<file path="src/rtl/serial_adder.sv">
// Bit-serial N-bit adder: one full-adder cell plus a carry flop, one bit per clock, LSB first.
// Result and carry-out are registered and announced by a one-cycle done pulse.

module f_adder (
    input  logic a,
    input  logic b,
    input  logic cin,
    output logic s,
    output logic cout
);

    assign s    = a ^ b ^ cin;
    assign cout = (a & b) | (a & cin) | (b & cin);

endmodule

module serial_adder #(
    parameter int  N  = 8,
    localparam int CW = $clog2(N + 1)
) (
    input  logic         clk,
    input  logic         rst_n,
    input  logic         start,
    input  logic [N-1:0] a,
    input  logic [N-1:0] b,
    input  logic         cin,
    output logic         busy,
    output logic         done,
    output logic [N-1:0] sum,
    output logic         cout
);

    typedef enum logic [0:0] {
        IDLE = 1'b0,
        RUN  = 1'b1
    } state_t;

    state_t         state_q, state_d;
    logic [N-1:0]   shift_a_q, shift_a_d;
    logic [N-1:0]   shift_b_q, shift_b_d;
    logic [N-1:0]   acc_q, acc_d;
    logic           carry_q, carry_d;
    logic [CW-1:0]  cnt_q, cnt_d;
    logic [N-1:0]   sum_q, sum_d;
    logic           cout_q, cout_d;
    logic           done_q, done_d;
    logic           busy_q, busy_d;

    logic           s_bit_s;
    logic           c_next_s;
    logic [N-1:0]   acc_shift_s;

    f_adder u_fa (
        .a    (shift_a_q[0]),
        .b    (shift_b_q[0]),
        .cin  (carry_q),
        .s    (s_bit_s),
        .cout (c_next_s)
    );

    // New sum bit enters at the MSB so that after N steps bit 0 holds the first-computed bit.
    assign acc_shift_s = (acc_q >> 1'b1) | (N'(s_bit_s) << (N - 1));

    // Next-state and datapath update for the IDLE/RUN sequencer.
    always_comb begin
        state_d   = state_q;
        shift_a_d = shift_a_q;
        shift_b_d = shift_b_q;
        acc_d     = acc_q;
        carry_d   = carry_q;
        cnt_d     = cnt_q;
        sum_d     = sum_q;
        cout_d    = cout_q;
        done_d    = 1'b0;
        busy_d    = busy_q;
        case (state_q)
            IDLE: begin
                if (start) begin
                    shift_a_d = a;
                    shift_b_d = b;
                    carry_d   = cin;
                    cnt_d     = {CW{1'b0}};
                    state_d   = RUN;
                    busy_d    = 1'b1;
                end else begin
                    busy_d    = 1'b0;
                end
            end
            RUN: begin
                shift_a_d = shift_a_q >> 1'b1;
                shift_b_d = shift_b_q >> 1'b1;
                acc_d     = acc_shift_s;
                carry_d   = c_next_s;
                cnt_d     = cnt_q + CW'(1);
                if (cnt_q == CW'(N - 1)) begin
                    sum_d   = acc_shift_s;
                    cout_d  = c_next_s;
                    done_d  = 1'b1;
                    busy_d  = 1'b0;
                    state_d = IDLE;
                end else begin
                    busy_d  = 1'b1;
                end
            end
            default: begin
                state_d = IDLE;
                busy_d  = 1'b0;
            end
        endcase
    end

    // State and datapath registers; reset aborts any addition in flight.
    always_ff @(posedge clk or negedge rst_n) begin
        if (!rst_n) begin
            state_q   <= IDLE;
            shift_a_q <= {N{1'b0}};
            shift_b_q <= {N{1'b0}};
            acc_q     <= {N{1'b0}};
            carry_q   <= 1'b0;
            cnt_q     <= {CW{1'b0}};
            sum_q     <= {N{1'b0}};
            cout_q    <= 1'b0;
            done_q    <= 1'b0;
            busy_q    <= 1'b0;
        end else begin
            state_q   <= state_d;
            shift_a_q <= shift_a_d;
            shift_b_q <= shift_b_d;
            acc_q     <= acc_d;
            carry_q   <= carry_d;
            cnt_q     <= cnt_d;
            sum_q     <= sum_d;
            cout_q    <= cout_d;
            done_q    <= done_d;
            busy_q    <= busy_d;
        end
    end

    assign busy = busy_q;
    assign done = done_q;
    assign sum  = sum_q;
    assign cout = cout_q;

endmodule

</file>
<file path="config.mk">
export PLATFORM = sky130hd
export DESIGN_NAME = serial_adder
export DESIGN_NICKNAME = d
export VERILOG_FILES = /design/src/rtl/serial_adder.sv
export SDC_FILE = /design/constraint.sdc
export NUM_CORES = 1
export LEC_CHECK = 0
export ABC_AREA = 1
export CORE_MARGIN = 2
export CORE_UTILIZATION = 40
export DETAILED_ROUTE_END_ITERATION = 16
export SKIP_LAST_GASP = 1
export SLEW_MARGIN = 20
export SYNTH_ARGS = -nofsm -noshare
export SYNTH_HDL_FRONTEND = slang
export SYNTH_HIERARCHICAL = 1
export SYNTH_SLANG_ARGS = --single-unit
</file>
<file path="constraint.sdc">
create_clock -name clk -period 1.4 [get_ports clk]
set_clock_uncertainty 0.15 [all_clocks]
set_input_delay 0.14 -clock clk [delete_from_list [all_inputs] [get_ports clk]]
set_output_delay 0.14 -clock clk [all_outputs]
set_load 0.02 [all_outputs]
</file>
Word level (Yosys, flattened, before mapping). Cells that the tools add are included.

Flip-flop bits (word level): 40. Input port bits: 20. Output and inout bits: 11. Logic and storage cells: 35.

Add/subtract/negate cells: 1. Equal/unequal tests: 2. Multiplexer cells: 13. Bitwise operators: 9. Reduce and logical (&&, ||, !) cells: 1.

Operators by type and width (number): $pmux W8 S2 (2); $mux W8 (2); $or A7 B8 Y8 (1); $pmux W4 S2 (1); $mux W1 (5); $add A4 B1 Y4 const B (1); $eq A4 B3 Y1 const B (1); $mux W4 (1); $pmux W1 S2 (2); $and A1 B1 Y1 (3); $ne A2 B2 Y1 const B (1); $or A1 B1 Y1 (2); $reduce_and A2 Y1 (1); $xor A1 B1 Y1 (2); $not A1 Y1 (1).

Depth between registers and ports, before layout. Gate-level depths: netlist of run 1.

Depth after elaboration: 4. Mapped depth: 7. Gate-level depth less buffers: 6.

Cells and area by module. Netlist of run 1, hierarchy kept.

By module, submodules not included: serial_adder (instances 1, cells each 188, area each 1632.8 µm², seq. area each 975.9 µm²); f_adder (instances 1, cells each 1, area each 20.0 µm², seq. area each 0.0 µm²).

Worst setup path after synthesis of run 1. No wires, ideal clock.

Kind: reg2reg. Start: register, netlist name busy. End: register cout_q (netlist: cout). Library setup time: 117 ps. Arrival: 1068 ps. Required time: 1133 ps. Path slack: 65 ps. Cell stages (with the launch flop): 7. Buffers on the path: 1. Period minus slack after synthesis: 1335 ps. Cell sequence: dfrtp_1 -> buf_4 -> nand2_1 -> inv_2 -> nand2_4 -> nand2_1 -> nand2_1.

RTL lines: end signal, assigned (RTL line 133) `cout_q <= cout_d;`; end, declared (RTL line 45) `logic cout_q, cout_d;`.

Worst setup path after layout of run 1.
Start: register shift_a_q[0]. End: register acc_q[7].

Cells in the longest elaborated chain, start to end: 3.

RTL lines: start, declared (RTL line 39) `logic [N-1:0] shift_a_q, shift_a_d;`; start signal, assigned (RTL line 116) `shift_a_q <= {N{1'b0}};`; start signal, assigned (RTL line 127) `shift_a_q <= shift_a_d;`; $xor A1 B1 Y1 (2 in series) (RTL line 12) `assign s = a ^ b ^ cin;`; named net s_bit_s (RTL line 49) `logic s_bit_s;`; $or A7 B8 Y8 (RTL line 62) `assign acc_shift_s = (acc_q >> 1'b1) | (N'(s_bit_s) << (N - 1));`; end signal, assigned (RTL line 118) `acc_q <= {N{1'b0}};`; end, declared (RTL line 41) `logic [N-1:0] acc_q, acc_d;`.

The timed path passes the listed nets, and every way through them passes these cells. A chain may end at the register's enable or synchronous reset.

==> results of run 1 <==
==> critical path, stage by stage, from the launching register on <==
cell     delay (ps)
dfrtp_1         400
fa_1            560
nand2_1          60
o21ai_0          90
==> cells by family (layout without fill, tap and decap cells) <==
family          count (synthesis)  after routing  synth area share, %
buf+inv                        18             59                 5.00
fa+ha+maj                       2              2                 1.97
compound gates                  8              8                 2.72
simple gates                  122            122                 31.3
flops                          39             39                 59.0
==> sequential cells by signal (all words and copies together), names as in the netlist <==
| signal | flops |
|---|---|
| acc_q | 7 |
| busy | 1 |
| carry_q | 1 |
| cnt_q | 4 |
| cout | 1 |
| done | 1 |
| shift_a_q | 8 |
| shift_b_q | 8 |
| sum | 8 |
==> final timing paths <==
check | endpoint | startpoint | slack [ps]
max | acc_q[7] | shift_a_q[0] | 50
min | sum[2] | rst_n | 190
max reg2reg | acc_q[7] | shift_a_q[0] | 50
min reg2reg | sum[5] | sum[5] | 320
max in group asynchronous | shift_b_q[5] | rst_n | 720
min in group clk | shift_b_q[5] | b[5] | 250
==> synthesized netlist by cell type <==
cell      count
nand2_1      93
dfrtp_1      39
nand3_1      23
inv_1         9
o21ai_0       5
buf_2         3
buf_4         3
inv_2         3
nor2_4        3
nor2_1        2
o211ai_1      2
a21oi_1       1
fa_1          1
ha_1          1
nand2_4       1
==> power by group through the flow <==
stage          Clock [uW]  Combinational [uW]  Sequential (uW)
2_1_floorplan           0                 965             1950
3_5_place_dp            0                1740             1860
6_report              721                1680             1820
5_1_grt               800                1940             1890
4_1_cts               749                1660             1830
3_3_place_gp            0                1680             1830
==> layer usage <==
| layer | part of all wire, % | routed length, um |
|---|---|---|
| met1 | 44 | 1400 |
| met4 | 1.7 | 56 |
| met2 | 50 | 1600 |
| met5 | 0 | 0 |
| met3 | 4.4 | 140 |
==> placed cells by master, fill, tap and decap left out, drive strengths merged <==
| cell type | count |
|---|---|
| dlygate4sd2 | 11 |
| nand3 | 23 |
| nand2 | 94 |
| clkinv | 1 |
| clkbuf | 7 |
| dlygate4sd3 | 1 |
| o21ai | 5 |
| dfrtp | 39 |
| inv | 12 |
| clkdlybuf4s50 | 18 |
| nor2 | 5 |
| clkinvlp | 1 |
| a21oi | 1 |
| buf | 8 |
| fa | 1 |
| o211ai | 2 |
| ha | 1 |
==> per-stage QoR <==
| stage | hold slack (ps) | setup WS (ps) | area [sq um] | cells |
|---|---|---|---|---|
| floorplan | -306 | 65.3 | 1650 | 189 |
| global placement | -28.9 | 32.6 | 2060 | 270 |
| detailed placement | -27.1 | 3.65 | 2060 | 270 |
| CTS | 196 | 12.2 | 2140 | 279 |
| global route | 226 | -1.11 | 2160 | 280 |
| finish | 192 | 49.6 | 2160 | 280 |
==> timing repair <==
item | in CTS | in global routing
endpoints found under the setup margin | 11 | 11
hold endpoints to repair | 39 | 0
gates resized for setup | 11 | 4
hold buffers | 1 | 0
cloned | 0 | 1
==> area by class of cell <==
cell class / instances / area, sq um / share of cell area (%)
Multi-Input combinational cell: 132 / 602 / 27.9
Tap cell: 50 / 62.6 / 2.90
Clock inverter: 1 / 5.00 / 0.232
Timing Repair Buffer: 38 / 382 / 17.7
Timing Repair inverter: 1 / 7.51 / 0.348
Clock buffer: 7 / 76.3 / 3.54
Sequential cell: 39 / 976 / 45.2
Inverter: 12 / 47.5 / 2.20
==> results_dict.tcl, run 1 <==
set metrics [dict create \
    dp_hpwl_um 2280 \
    p_seq_share_pct 43.1 \
    routedWlPerCell_um 11.4 \
    ant_nets 0 \
    grt_pass1_wl_um 5840 \
    pwr-share-clk_pct 17.1 \
    coreArea_sq_um 4000 \
    portBuffers 30 \
    drc 0 \
    r2r_cells 3 \
    crit_arrival_ps 1400 \
    worstPathRequired_ps 1450 \
    setup_viol_count_final 0 \
    drive_gt1_share_pct 10.0 \
    ys_ff_latch 39 \
    dr.pass1.iters 4 \
    yosysTopAreaCellShare_pct 59.0 \
    cts_root_buf "clkbuf_8" \
    yosysTopAreaCell "dfrtp_1" \
    cts_buffers 5 \
    worst_slew_pin_slew_ps 256 \
    initial_utilization_pct 41.3 \
    antenna_cells 0 \
    dieArea_sq_um 4660 \
    gr-total-overflow 0 \
    post-cts-setup-buffers 0 \
    clk_path_buf_depth 2 \
    path_class "flop to flop" \
    slew_headroom_pct 82.9 \
    synth.avg_cell_area_sq_um 8.75 \
    busiest_layer "met2" \
    htree_levels 2 \
    syn_nets 211 \
    internal_power_uw 2580 \
    fp.dieW_um 68.3 \
    final.period_utilization_pct 96.5 \
    synth.area.top_cells "dfrtp_1, nand2_1, nand3_1" \
    hold_violations 0 \
    met3_usage_pct 5.59 \
    outcome "finished, final reports clean" \
    tns_ps 0 \
    drt-total-wl_um 3200 \
    area_growth_pct 30.6 \
    avgViaCountPerCell 4.73 \
    cts.sinks 39 \
    grtUsageTotal_pct 17.3 \
    startpoint_type "flop" \
    ys_types 15 \
    ios 31 \
    fp.dieH_um 68.3 \
    synth_warnings 6 \
    cts.clk_slew.worst_paths_ps 70 \
    gp_congestion 0.719 \
    grt_max_degree 40 \
    seq_area_frac_synth_pct 59.0 \
    drtIter0Drc 41 \
    fill_cells 389 \
    grt_util_met2_pct 29.5 \
    grt_pass1_vias 1341 \
    final_max_slew_viol_count 0 \
    finalPower_uw 4230 \
    finalCriticalPeriod_ps 1350 \
    swShare_pct 39.0 \
    worst_setup_path_end_kind "flop" \
    p_leak_uw 0.00111 \
    switchingPower_uw 1650 \
    vias 1324 \
    max_cap_violations 0 \
    syn_area_sq_um 1650 \
    synthCells 189 \
    insertion_delay_ps 290 \
    rows 23 \
    grt_use_met1_pct 20.1 \
    antenna_found_initial 0 \
    cts_tree "done" \
    final_core_util_pct 54.0 \
    power_density_nw_per_um2 1960 \
    hp-class "primary input to async pin" \
    cp_max_fo 2 \
    peakVddDrop_mv 0.647 \
    fmax_mhz 740 \
    comb_power_share_pct 39.8 \
    fin_nets 251 \
]
No activity file was read; power rests on OpenSTA's default activity.
==> run 2, diff against run 1 <==
- HOLD_SLACK_MARGIN: unset -> 0.15
==> results of run 2 <==
Same layout as run 1: the final DEF is identical, and so are final timing and power.
==> run 3, diff against run 2 <==
- GPL_TIMING_DRIVEN: unset -> 0
==> run 3 against run 2 <==
- first-iteration DRC count up 4.9%
- clock power is essentially flat
- global-route usage is 0.29 points lower
- sequential share of layout area rose by 0.48 points
- final cell count is 0.71% higher
- via count rose by 1.7%
- fmax down 1.1%
- critical endpoint unchanged
- largest cell class unchanged
==> results_dict.tcl, run 3 (synthesis results as in run 1) <==
set metrics [dict create \
    dr.pass1.iters 4 \
    avgViaCountPerCell 4.78 \
    setup_viol_count_final 0 \
    fmax_mhz 732 \
    grt_pass1_wl_um 5690 \
    final_max_slew_viol_count 0 \
    fill_cells 387 \
    cts.clk_slew.worst_paths_ps 70 \
    initial_utilization_pct 41.3 \
    fin_hold_ws_ps 130 \
    hold_violations 0 \
    portBuffers 30 \
    dp_hpwl_um 2570 \
    p_leak_uw 0.00111 \
    final.period_utilization_pct 97.5 \
    startpoint_type "flop" \
    grt_max_degree 26 \
    power_density_nw_per_um2 1970 \
    grt_pass1_vias 1337 \
    clk_path_buf_depth 2 \
    antenna_cells 0 \
    cts_root_buf "clkbuf_8" \
    rsz0062_at_grt "false" \
    worst_setup_path_end_kind "flop" \
    rows 23 \
    antenna_found_initial 0 \
    worstPathRequired_ps 1420 \
    slew_headroom_pct 76.9 \
    mostFrequentLayoutCell "nand2_1" \
    worst_slew_pin_slew_ps 346 \
    crit_arrival_ps 1390 \
    outcome "finished, final reports clean" \
    r2r_cells 3 \
    ant_nets 0 \
    hp-class "primary input to async pin" \
    grtUsageTotal_pct 17.0 \
    drt-total-wl_um 3440 \
    max_cap_violations 0 \
    routedWlPerCell_um 12.2 \
    cts.sinks 39 \
    htree_levels 2 \
    ios 31 \
    drtIter0Drc 43 \
    fp.dieH_um 68.3 \
    coreArea_sq_um 4000 \
    fin_nets 253 \
    path_class "flop to flop" \
    dieArea_sq_um 4660 \
    final_core_util_pct 53.4 \
    gr-total-overflow 0 \
    layout_common_cells "nand2_1, dfrtp_1, nand3_1" \
    vias 1347 \
    area_growth_pct 29.2 \
    tns_ps 0 \
    fp.dieW_um 68.3 \
    drive_gt1_share_pct 10.8 \
    peakVddDrop_mv 0.726 \
    insertion_delay_ps 290 \
    drc 0 \
    cp_max_fo 2 \
    gp_congestion 0.760 \
    finalCriticalPeriod_ps 1370 \
    cts_tree "done" \
    cts_buffers 5 \
]
==> run 3: final timing paths <==
check                        start           end  slack [ps]
min in group clk              a[3]  shift_a_q[3]         260
min reg2reg                 sum[3]        sum[3]         320
max reg2reg                carry_q      acc_q[7]          30
max                        carry_q      acc_q[7]          30
min                          rst_n          cout         130
max in group asynchronous    rst_n      cnt_q[3]         530
==> run 3: per-layer routing <==
| layer | up-vias | global-route usage, % | share of wire (%) |
|---|---|---|---|
| met5 | - | 0 | 0 |
| met4 | 0 | 6.00 | 1.1 |
| met3 | 4 | 5.43 | 5.1 |
| met2 | 35 | 31.3 | 53 |
| met1 | 641 | 18.0 | 41 |
| li1 | 667 | - | - |
==> run 3: timing repair <==
| item | in CTS | in global routing |
|---|---|---|
| gates cloned | 0 | 1 |
| setup endpoints to repair | 15 | 20 |
| hold endpoints to repair | 39 | 0 |
| pin swaps | 1 | 3 |
| setup buffers | 0 | 2 |
| resized for setup | 11 | 2 |
| hold buffers | 1 | 0 |
==> run 3: layout make-up <==
class | count | area (sq um) | share of cell area (%)
flip-flops and latches | 39 | 976 | 45.7
clock inverters | 1 | 5.00 | 0.234
multi-input cells | 132 | 597 | 27.9
inverters | 12 | 47.5 | 2.23
repair inverters | 1 | 7.51 | 0.351
plain buffers | 6 | 37.5 | 1.76
repair buffers | 34 | 327 | 15.3
clock buffers | 7 | 76.3 | 3.57
well taps | 50 | 62.6 | 2.93
==> run 3: critical path: stages (launching register included) <==
cell     delay (ps)
dfrtp_1         400
fa_1            510
nand2_1         100
o21ai_0          80
==> run 3: report_power, final <==
part | internal (uW) | switching (uW)
logic | 630 | 1030
registers | 1560 | 265
clock network | 349 | 371
==> run 3: stage by stage <==
stage	std cells	setup WS (ps)	instance area (sq um)	power, uW
2_1_floorplan	189	65.3	1650	2910
3_3_place_gp	269	-810	2020	3450
3_5_place_dp	270	-157	2030	3560
4_1_cts	279	0.366	2110	4190
5_1_grt	282	1.73	2140	4570
6_report	282	34.6	2140	4210
